[src/rtl/ccff_loader_pkg.sv]
// ccff_loader_pkg
// Shared definitions for the configuration-chain loader:
//   - state_t   : loader FSM states
//   - CRC8_POLY : CRC-8 polynomial x^8+x^2+x+1 (0x07, x^8 implicit)
//   - CRC8_INIT : CRC-8 initial value
//   - crc8_step : one serial CRC-8 update (MSB-out shift register form)
package ccff_loader_pkg;

    typedef enum logic [1:0] {
        ST_IDLE   = 2'd0,
        ST_LOAD   = 2'd1,
        ST_VERIFY = 2'd2,
        ST_DONE   = 2'd3
    } state_t;

    localparam logic [7:0] CRC8_POLY = 8'h07;
    localparam logic [7:0] CRC8_INIT = 8'hFF;

    function automatic logic [7:0] crc8_step(input logic [7:0] crc, input logic bit_in);
        logic fb;
        fb = crc[7] ^ bit_in;
        return {crc[6:0], 1'b0} ^ (fb ? CRC8_POLY : 8'h00);
    endfunction

endpackage

[src/rtl/ccff_crc8_serial.sv]
// ccff_crc8_serial
// Bit-serial CRC-8 accumulator (polynomial and init value from ccff_loader_pkg).
// Ports:
//   i_clk   : clock
//   i_rst_n : asynchronous active-low reset (CRC returns to init value)
//   i_clr   : synchronous clear back to the init value (wins over i_en)
//   i_en    : fold i_bit into the CRC this cycle
//   i_bit   : serial data bit
//   o_crc   : current CRC value
module ccff_crc8_serial
    import ccff_loader_pkg::*;
(
    input  logic       i_clk,
    input  logic       i_rst_n,
    input  logic       i_clr,
    input  logic       i_en,
    input  logic       i_bit,
    output logic [7:0] o_crc
);

    logic [7:0] r_crc;

    always_ff @(posedge i_clk or negedge i_rst_n) begin
        if (!i_rst_n) begin
            r_crc <= CRC8_INIT;
        end else if (i_clr) begin
            r_crc <= CRC8_INIT;
        end else if (i_en) begin
            r_crc <= crc8_step(r_crc, i_bit);
        end
    end

    assign o_crc = r_crc;

endmodule

[src/rtl/ccff_chain_loader.sv]
// ccff_chain_loader
// Streams a bitstream, delivered as WORD_W-bit words over a valid/ready
// handshake, LSB first into a CHAIN_LEN-bit configuration flip-flop chain.
// One chain bit is shifted per cycle in which ccff_shift_en is high (that
// signal enables the external prog_clk gate). A CRC-8 is taken over every
// bit shifted in.
//
// Optional feature (macro CCFF_READBACK_CHECK_EN): after loading, the chain
// is clocked CHAIN_LEN more times with its tail fed back to its head, which
// restores the contents, while a second CRC-8 is taken over the tail bits;
// crc_err reports a mismatch between the two CRCs. Without the macro there
// is no VERIFY phase and crc_err is tied 0.
//
// Ports:
//   prog_clk      : clock
//   prog_reset_n  : asynchronous active-low reset
//   start         : load request (honoured only in IDLE/DONE)
//   bs_data       : bitstream word
//   bs_valid      : bs_data is valid
//   bs_ready      : loader can take a word this cycle
//   ccff_head     : serial data into chain head
//   ccff_tail     : serial data from chain tail
//   ccff_shift_en : chain shift enable
//   busy          : LOAD or VERIFY in progress
//   done          : load finished (DONE state)
//   crc_err       : readback CRC differed from load CRC
module ccff_chain_loader
    import ccff_loader_pkg::*;
#(
    parameter int CHAIN_LEN = 30,
    parameter int WORD_W    = 8
) (
    input  logic              prog_clk,
    input  logic              prog_reset_n,
    input  logic              start,
    input  logic [WORD_W-1:0] bs_data,
    input  logic              bs_valid,
    output logic              bs_ready,
    output logic              ccff_head,
    input  logic              ccff_tail,
    output logic              ccff_shift_en,
    output logic              busy,
    output logic              done,
    output logic              crc_err
);

    localparam int CNT_W  = $clog2(CHAIN_LEN + 1);
    localparam int BCNT_W = $clog2(WORD_W + 1);

    state_t              r_state;
    state_t              w_state_nxt;
    logic [CNT_W-1:0]    r_acc_bits;   // chain bits accepted so far
    logic [CNT_W-1:0]    r_shift_cnt;  // shifts issued (LOAD) / recirculations (VERIFY)
    logic [WORD_W-1:0]   r_buf;
    logic [BCNT_W-1:0]   r_buf_cnt;    // bits still to emit from r_buf
    logic                r_head;
    logic                r_shift_en;

    logic                w_start_ok;
    logic                w_in_load;
    logic                w_ready;
    logic                w_accept;
    logic                w_emit;
    logic                w_emit_bit;
    logic [CNT_W-1:0]    w_remain;
    logic [BCNT_W-1:0]   w_take;
    logic [7:0]          w_crc_load;

    assign w_start_ok = start && ((r_state == ST_IDLE) || (r_state == ST_DONE));
    assign w_in_load  = (r_state == ST_LOAD);

    // Refill while the buffer is empty or on its last bit, so a continuous
    // stream never leaves a gap between words.
    assign w_ready  = w_in_load && (r_acc_bits < CNT_W'(CHAIN_LEN)) && (r_buf_cnt <= BCNT_W'(1));
    assign w_accept = w_ready && bs_valid;

    // An empty buffer forwards bit 0 of the word being accepted straight to
    // the output register; otherwise the buffer's LSB goes out.
    assign w_emit     = w_in_load && ((r_buf_cnt != '0) || w_accept);
    assign w_emit_bit = (r_buf_cnt != '0) ? r_buf[0] : bs_data[0];

    // Only the bits still needed by the chain count from the final word.
    assign w_remain = CNT_W'(CHAIN_LEN) - r_acc_bits;
    assign w_take   = (32'(w_remain) >= 32'(WORD_W)) ? BCNT_W'(WORD_W) : BCNT_W'(w_remain);

    always_ff @(posedge prog_clk or negedge prog_reset_n) begin
        if (!prog_reset_n) begin
            r_state <= ST_IDLE;
        end else begin
            r_state <= w_state_nxt;
        end
    end

    always_comb begin
        w_state_nxt = r_state;
        case (r_state)
            ST_IDLE, ST_DONE: begin
                if (start) w_state_nxt = ST_LOAD;
            end
            ST_LOAD: begin
                // r_shift_cnt reaches CHAIN_LEN in the cycle the last bit shifts.
                if (r_shift_cnt == CNT_W'(CHAIN_LEN)) begin
`ifdef CCFF_READBACK_CHECK_EN
                    w_state_nxt = ST_VERIFY;
`else
                    w_state_nxt = ST_DONE;
`endif
                end
            end
`ifdef CCFF_READBACK_CHECK_EN
            ST_VERIFY: begin
                if (r_shift_cnt == CNT_W'(CHAIN_LEN - 1)) w_state_nxt = ST_DONE;
            end
`endif
            default: w_state_nxt = ST_IDLE;
        endcase
    end

    always_ff @(posedge prog_clk or negedge prog_reset_n) begin
        if (!prog_reset_n) begin
            r_acc_bits  <= '0;
            r_buf_cnt   <= '0;
            r_shift_cnt <= '0;
            r_head      <= 1'b0;
            r_shift_en  <= 1'b0;
        end else begin
            r_shift_en <= w_emit;
            if (w_emit) r_head <= w_emit_bit;

            if (w_start_ok) begin
                r_acc_bits <= '0;
                r_buf_cnt  <= '0;
            end else if (w_accept) begin
                r_acc_bits <= r_acc_bits + CNT_W'(w_take);
                // Buffer held its last bit (emitted now): keep the whole word.
                // Buffer was empty: bit 0 is emitted now, keep the rest.
                r_buf_cnt  <= (r_buf_cnt != '0) ? w_take : (w_take - BCNT_W'(1));
            end else if (r_buf_cnt != '0) begin
                r_buf_cnt <= r_buf_cnt - BCNT_W'(1);
            end

            if (w_start_ok) begin
                r_shift_cnt <= '0;
            end else if (w_emit) begin
                r_shift_cnt <= r_shift_cnt + CNT_W'(1);
            end
`ifdef CCFF_READBACK_CHECK_EN
            else if (w_in_load && (w_state_nxt == ST_VERIFY)) begin
                r_shift_cnt <= '0;
            end else if (r_state == ST_VERIFY) begin
                r_shift_cnt <= r_shift_cnt + CNT_W'(1);
            end
`endif
        end
    end

    // Word buffer is pure data; r_buf_cnt says which of its bits are live.
    always_ff @(posedge prog_clk) begin
        if (w_accept) begin
            r_buf <= (r_buf_cnt != '0) ? bs_data : (bs_data >> 1);
        end else if (r_buf_cnt != '0) begin
            r_buf <= r_buf >> 1;
        end
    end

    ccff_crc8_serial u_crc_load (
        .i_clk   (prog_clk),
        .i_rst_n (prog_reset_n),
        .i_clr   (w_start_ok),
        .i_en    (w_emit),
        .i_bit   (w_emit_bit),
        .o_crc   (w_crc_load)
    );

`ifdef CCFF_READBACK_CHECK_EN
    logic [7:0] w_crc_rb;
    logic       w_in_verify;

    assign w_in_verify = (r_state == ST_VERIFY);

    ccff_crc8_serial u_crc_readback (
        .i_clk   (prog_clk),
        .i_rst_n (prog_reset_n),
        .i_clr   (w_start_ok),
        .i_en    (w_in_verify),
        .i_bit   (ccff_tail),
        .o_crc   (w_crc_rb)
    );

    // Recirculation: tail feeds head so the chain ends up unchanged.
    assign ccff_head     = w_in_verify ? ccff_tail : r_head;
    assign ccff_shift_en = w_in_verify | r_shift_en;
    assign crc_err       = (r_state == ST_DONE) && (w_crc_load != w_crc_rb);
`else
    logic [8:0] w_unused_crc;
    assign w_unused_crc  = {w_crc_load, ccff_tail};
    assign ccff_head     = r_head;
    assign ccff_shift_en = r_shift_en;
    assign crc_err       = 1'b0;
`endif

    assign bs_ready = w_ready;
    assign busy     = (r_state == ST_LOAD) || (r_state == ST_VERIFY);
    assign done     = (r_state == ST_DONE);

endmodule

[config.mk]
export PLATFORM = sky130hd
export DESIGN_NAME = ccff_chain_loader
export DESIGN_NICKNAME = d
export VERILOG_FILES = /design/src/rtl/ccff_loader_pkg.sv /design/src/rtl/ccff_crc8_serial.sv /design/src/rtl/ccff_chain_loader.sv
export SDC_FILE = /design/constraint.sdc
export NUM_CORES = 1
export LEC_CHECK = 0
export ABC_AREA = 0
export CELL_PAD_IN_SITES_DETAIL_PLACEMENT = 1
export CELL_PAD_IN_SITES_GLOBAL_PLACEMENT = 1
export CORE_MARGIN = 4
export CORE_UTILIZATION = 43
export CTS_CLUSTER_SIZE = 25
export DETAILED_ROUTE_END_ITERATION = 12
export HOLD_SLACK_MARGIN = 0.05
export PLACE_DENSITY_LB_ADDON = 0.05
export RECOVER_POWER = 100
export SYNTH_ARGS = -nofsm -noshare
export SYNTH_HDL_FRONTEND = slang
export SYNTH_SLANG_ARGS = --single-unit
[constraint.sdc]
create_clock -name prog_clk -period 2.9 [get_ports prog_clk]
set_input_delay 0.58 -clock prog_clk [delete_from_list [all_inputs] [get_ports prog_clk]]
set_output_delay 0.58 -clock prog_clk [all_outputs]
set_load 0.1 [all_outputs]
==> reports/qor.tcl, run 1 <==
set qor(area.growth.synth_to_final_pct) 12.7
set qor(number_of_cells_after_detailed_placement) 253
set qor(worst_r2r_path_depth) 13
set qor(setup_total_negative_slack_ns) 0
set qor(initial_utilization) 0.447
set qor(critical_path.startpoint_type) {flop}
set qor(outcome) {finished, final reports clean}
set qor(die_x_um) 72.5
set qor(place_congestion) 0.809
set qor(die_y_um) 72.5
set qor(power.density_cell_area_mw_per_mm2) 1050
set qor(antenna_found_initial) 0
set qor(synth-async-reset-ratio) 0.692
set qor(synth.yosys.warnings) 0
set qor(buffer_ports.inserted) 16
set qor(cts_hold_buf) 0
set qor(worst_slew_pin_slew_ns) 1.17
set qor(endpoint_kind) {flop}
set qor(number_of_h_tree_levels) 1
set qor(path_class) {reg -> reg}
set qor(worst_setup_path_endpoint) {r_acc_bits[4]}
set qor(fillCellCount) 469
set qor(drive_gt1_frac) 0.0962
set qor(drt_first_iter_violations) 44
set qor(post-dp-hpwl_mm) 3.08
set qor(fin_skew_ns) 0.00318
set qor(rows) 23
set qor(drc_errors) 0
set qor(setup-violations-final) 0
set qor(max-cap-violations) 0
set qor(syn-num-nets) 221
set qor(ctsRootBufferMaster) {sky130_fd_sc_hd__clkbuf_8}
set qor(timing_hold_violations_final) 0
set qor(globalRouteTotalUtil) 0.170
set qor(crit-reg2reg-launch) {r_acc_bits[0]}
set qor(clockBufferDepth) 2
set qor(tritoncts.num_buffers) 3
set qor(gr-total-overflow) 0
set qor(synth.cell_area_mm2) 0.00179
set qor(core_region_area_mm2) 0.00400
set qor(maxSlewViolCount) 0
set qor(post_synth_num_cell_types) 48
set qor(critPathMaxFanout) 6
set qor(grt_first_pass_wirelength_mm) 7.09
set qor(fin_nets) 237
set qor(worstHoldPathCells) 2
set qor(number_of_enable_type_register_cells_in_the_synthesized_netlist) 8
set qor(dominantRegCellSynth) {sky130_fd_sc_hd__dfrtp_1}
set qor(largest_net_degree_at_the_start_of_global_routing) 19
set qor(sequential_cell_area_fraction_in_the_yosys_report) 0.386
set qor(grt_pass1_vias) 1539
set qor(routed_wire_length_per_instance_um) 15.7
set qor(cp_data_required_time_ns) 3.04
set qor(utilization) 0.504
set qor(antenna-diode-count) 0
set qor(design_power_total_mw) 2.12
set qor(io-pin-count) 19
set qor(synthesis.instances) 193
set qor(timing.reg2reg.setup_slack_ns) 0.19
set qor(reg2reg_to) {r_acc_bits[4]}
set qor(finalWirelength_mm) 4.05
set qor(cts_tree) {done}
set qor(worst_setup_hold_path_clk_slew_ns) 0.09
set qor(total_vias_in_the_final_route) 1444
set qor(max-vdd-ir-drop_uv) 543
set qor(fp.dieArea_mm2) 0.00526
set qor(syn-mean-instance-area_um2) 9.27
set qor(worst_hold_path_class) {reg -> reg}
set qor(numClockSinks) 26
set qor(maxClockFrequency_mhz) 369
set qor(routed_via_density) 5.60
set qor(period_minus_slack_ns) 2.71
set qor(p_leak_nw) 0.907
set qor(post-route-cell-area_mm2) 0.00202
set qor(worst-endpoint-arrival_ns) 2.85
set qor(detailedRoute.firstPassIterationCount) 4
set qor(maxSlewHeadroom) 0.221
set qor(clkLatencyLatePin_ns) 0.27
set qor(timing.final.crit_share) 0.934
set qor(worst_setup_path_startpoint) {r_acc_bits[0]}
set qor(final_cell_count_no_fill) 258
set qor(place_area_mm2) 0.00200
set qor(ys_seq_elements) 26
set qor(ant_nets) 0
-- cells in the final DEF (no fill, tap or decap), drive strengths merged, types with 8 or more instances in the layout --
cell | netlist | final
inv | 12 | 12
a21oi | 16 | 16
dfrtp | 18 | 18
mux2i | 10 | 10
edfxtp | 8 | 8
nand2 | 19 | 19
ha | 14 | 14
clkdlybuf4s50 | 0 | 10
o21ai | 17 | 17
nor2 | 14 | 14
clkbuf | 2 | 10
-- flip-flops by register name, summed over array words and instances (netlist names) --
register	cells
r_buf	8
r_acc_bits	5
r_shift_cnt	5
r_buf_cnt	4
r_state	2
ccff_head	1
ccff_shift_en	1
-- how the worst min path moves through the flow --
stage	from	to	slack, ns
after floorplan	prog_reset_n	ccff_head	0.28
final	ccff_head	ccff_head	0.49
after global routing	r_buf[4]	r_buf[3]	0.58
after global placement	ccff_head	ccff_head	0.47
after detailed placement	ccff_head	ccff_head	0.48
after CTS	ccff_head	ccff_head	0.51
-- metal layers --
layer	routed length, um	GRT usage
met1	1830	0.213
met2	2070	0.306
met3	90	0.0277
met4	56	0.0369
met5	0	0
-- through the flow --
stage / hold WS [ns] / setup WS [ns]
after CTS: 0.509 / 0.0978
after global routing: 0.578 / -0.00355
after detailed placement: 0.484 / 0.123
after global placement: 0.470 / 0.229
after floorplan: 0.284 / 0.273
final: 0.493 / 0.192
-- cell families (layout without fill, tap and decap cells) --
group | Yosys count | count (layout) | synth area share
buffers and inverters | 23 | 38 | 0.0552
XOR/XNOR | 8 | 8 | 0.0392
adder cells (fa/ha/maj) | 15 | 15 | 0.109
multiplexers | 10 | 10 | 0.0559
flip-flops | 26 | 26 | 0.386
AO/OA/AOI/OAI | 49 | 49 | 0.180
other | 1 | 1 | 0.00210
AND/OR/NAND/NOR | 61 | 61 | 0.173
-- critical path, cell delays in order, from the launching register on --
cell	delay, ns
sky130_fd_sc_hd__dfrtp_1	0.37
sky130_fd_sc_hd__ha_2	0.24
sky130_fd_sc_hd__and3b_1	0.22
sky130_fd_sc_hd__o21ai_1	0.10
sky130_fd_sc_hd__nand2_1	0.12
sky130_fd_sc_hd__a21o_1	0.20
sky130_fd_sc_hd__and2_1	0.18
sky130_fd_sc_hd__inv_1	0.08
sky130_fd_sc_hd__fa_1	0.44
sky130_fd_sc_hd__inv_1	0.08
sky130_fd_sc_hd__a21oi_1	0.06
sky130_fd_sc_hd__a211oi_1	0.29
sky130_fd_sc_hd__xnor2_1	0.15
sky130_fd_sc_hd__nor2_1	0.05
-- final cells by class --
| cell class | instances | area, um2 | area share |
|---|---|---|---|
| clock buffers | 4 | 45.0 | 0.0223 |
| inverters | 12 | 45.0 | 0.0223 |
| multi-input cells | 144 | 1000 | 0.496 |
| flip-flops and latches | 26 | 691 | 0.343 |
| well taps | 50 | 62.6 | 0.0310 |
| repair buffers | 22 | 173 | 0.0857 |
-- cells in the mapped netlist (4+ instances only) --
| cell type | instances | area share |
|---|---|---|
| sky130_fd_sc_hd__nand3_1 | 6 | 0.017 |
| sky130_fd_sc_hd__edfxtp_1 | 8 | 0.13 |
| sky130_fd_sc_hd__buf_2 | 7 | 0.020 |
| sky130_fd_sc_hd__and2_1 | 4 | 0.014 |
| sky130_fd_sc_hd__inv_1 | 12 | 0.025 |
| sky130_fd_sc_hd__nor2_1 | 13 | 0.027 |
| sky130_fd_sc_hd__xnor2_1 | 5 | 0.024 |
| sky130_fd_sc_hd__ha_1 | 14 | 0.098 |
| sky130_fd_sc_hd__a21oi_1 | 15 | 0.042 |
| sky130_fd_sc_hd__mux2i_1 | 10 | 0.056 |
| sky130_fd_sc_hd__o21ai_0 | 12 | 0.034 |
| sky130_fd_sc_hd__dfrtp_1 | 18 | 0.25 |
| sky130_fd_sc_hd__nand2_1 | 19 | 0.040 |
-- where the power goes --
part	switching, mW	leakage, nW	internal, mW	total (mW)
Combinational	0.777	0.575	0.430	1.21
Clock	0.117	0.0228	0.0984	0.216
Sequential	0.130	0.309	0.570	0.700
Total	1.02	0.907	1.10	2.12
-- repair_timing --
item	4_1_cts	5_1_grt
setup endpoints to repair	0	2
gates resized for setup	0	1
buffers inserted	0	1
Note: power is estimated with default switching activity, not from simulation.
==> run 2: changes to the inputs <==
--- a/config.mk
+++ b/config.mk
@@ -6,6 +6,7 @@
 export NUM_CORES = 1
 export LEC_CHECK = 0
 export ABC_AREA = 0
+export CAP_MARGIN = 20
 export CELL_PAD_IN_SITES_DETAIL_PLACEMENT = 1
 export CELL_PAD_IN_SITES_GLOBAL_PLACEMENT = 1
 export CORE_MARGIN = 4
==> results of run 2 <==
Final layout, timing and power as in run 1 (identical DEF).
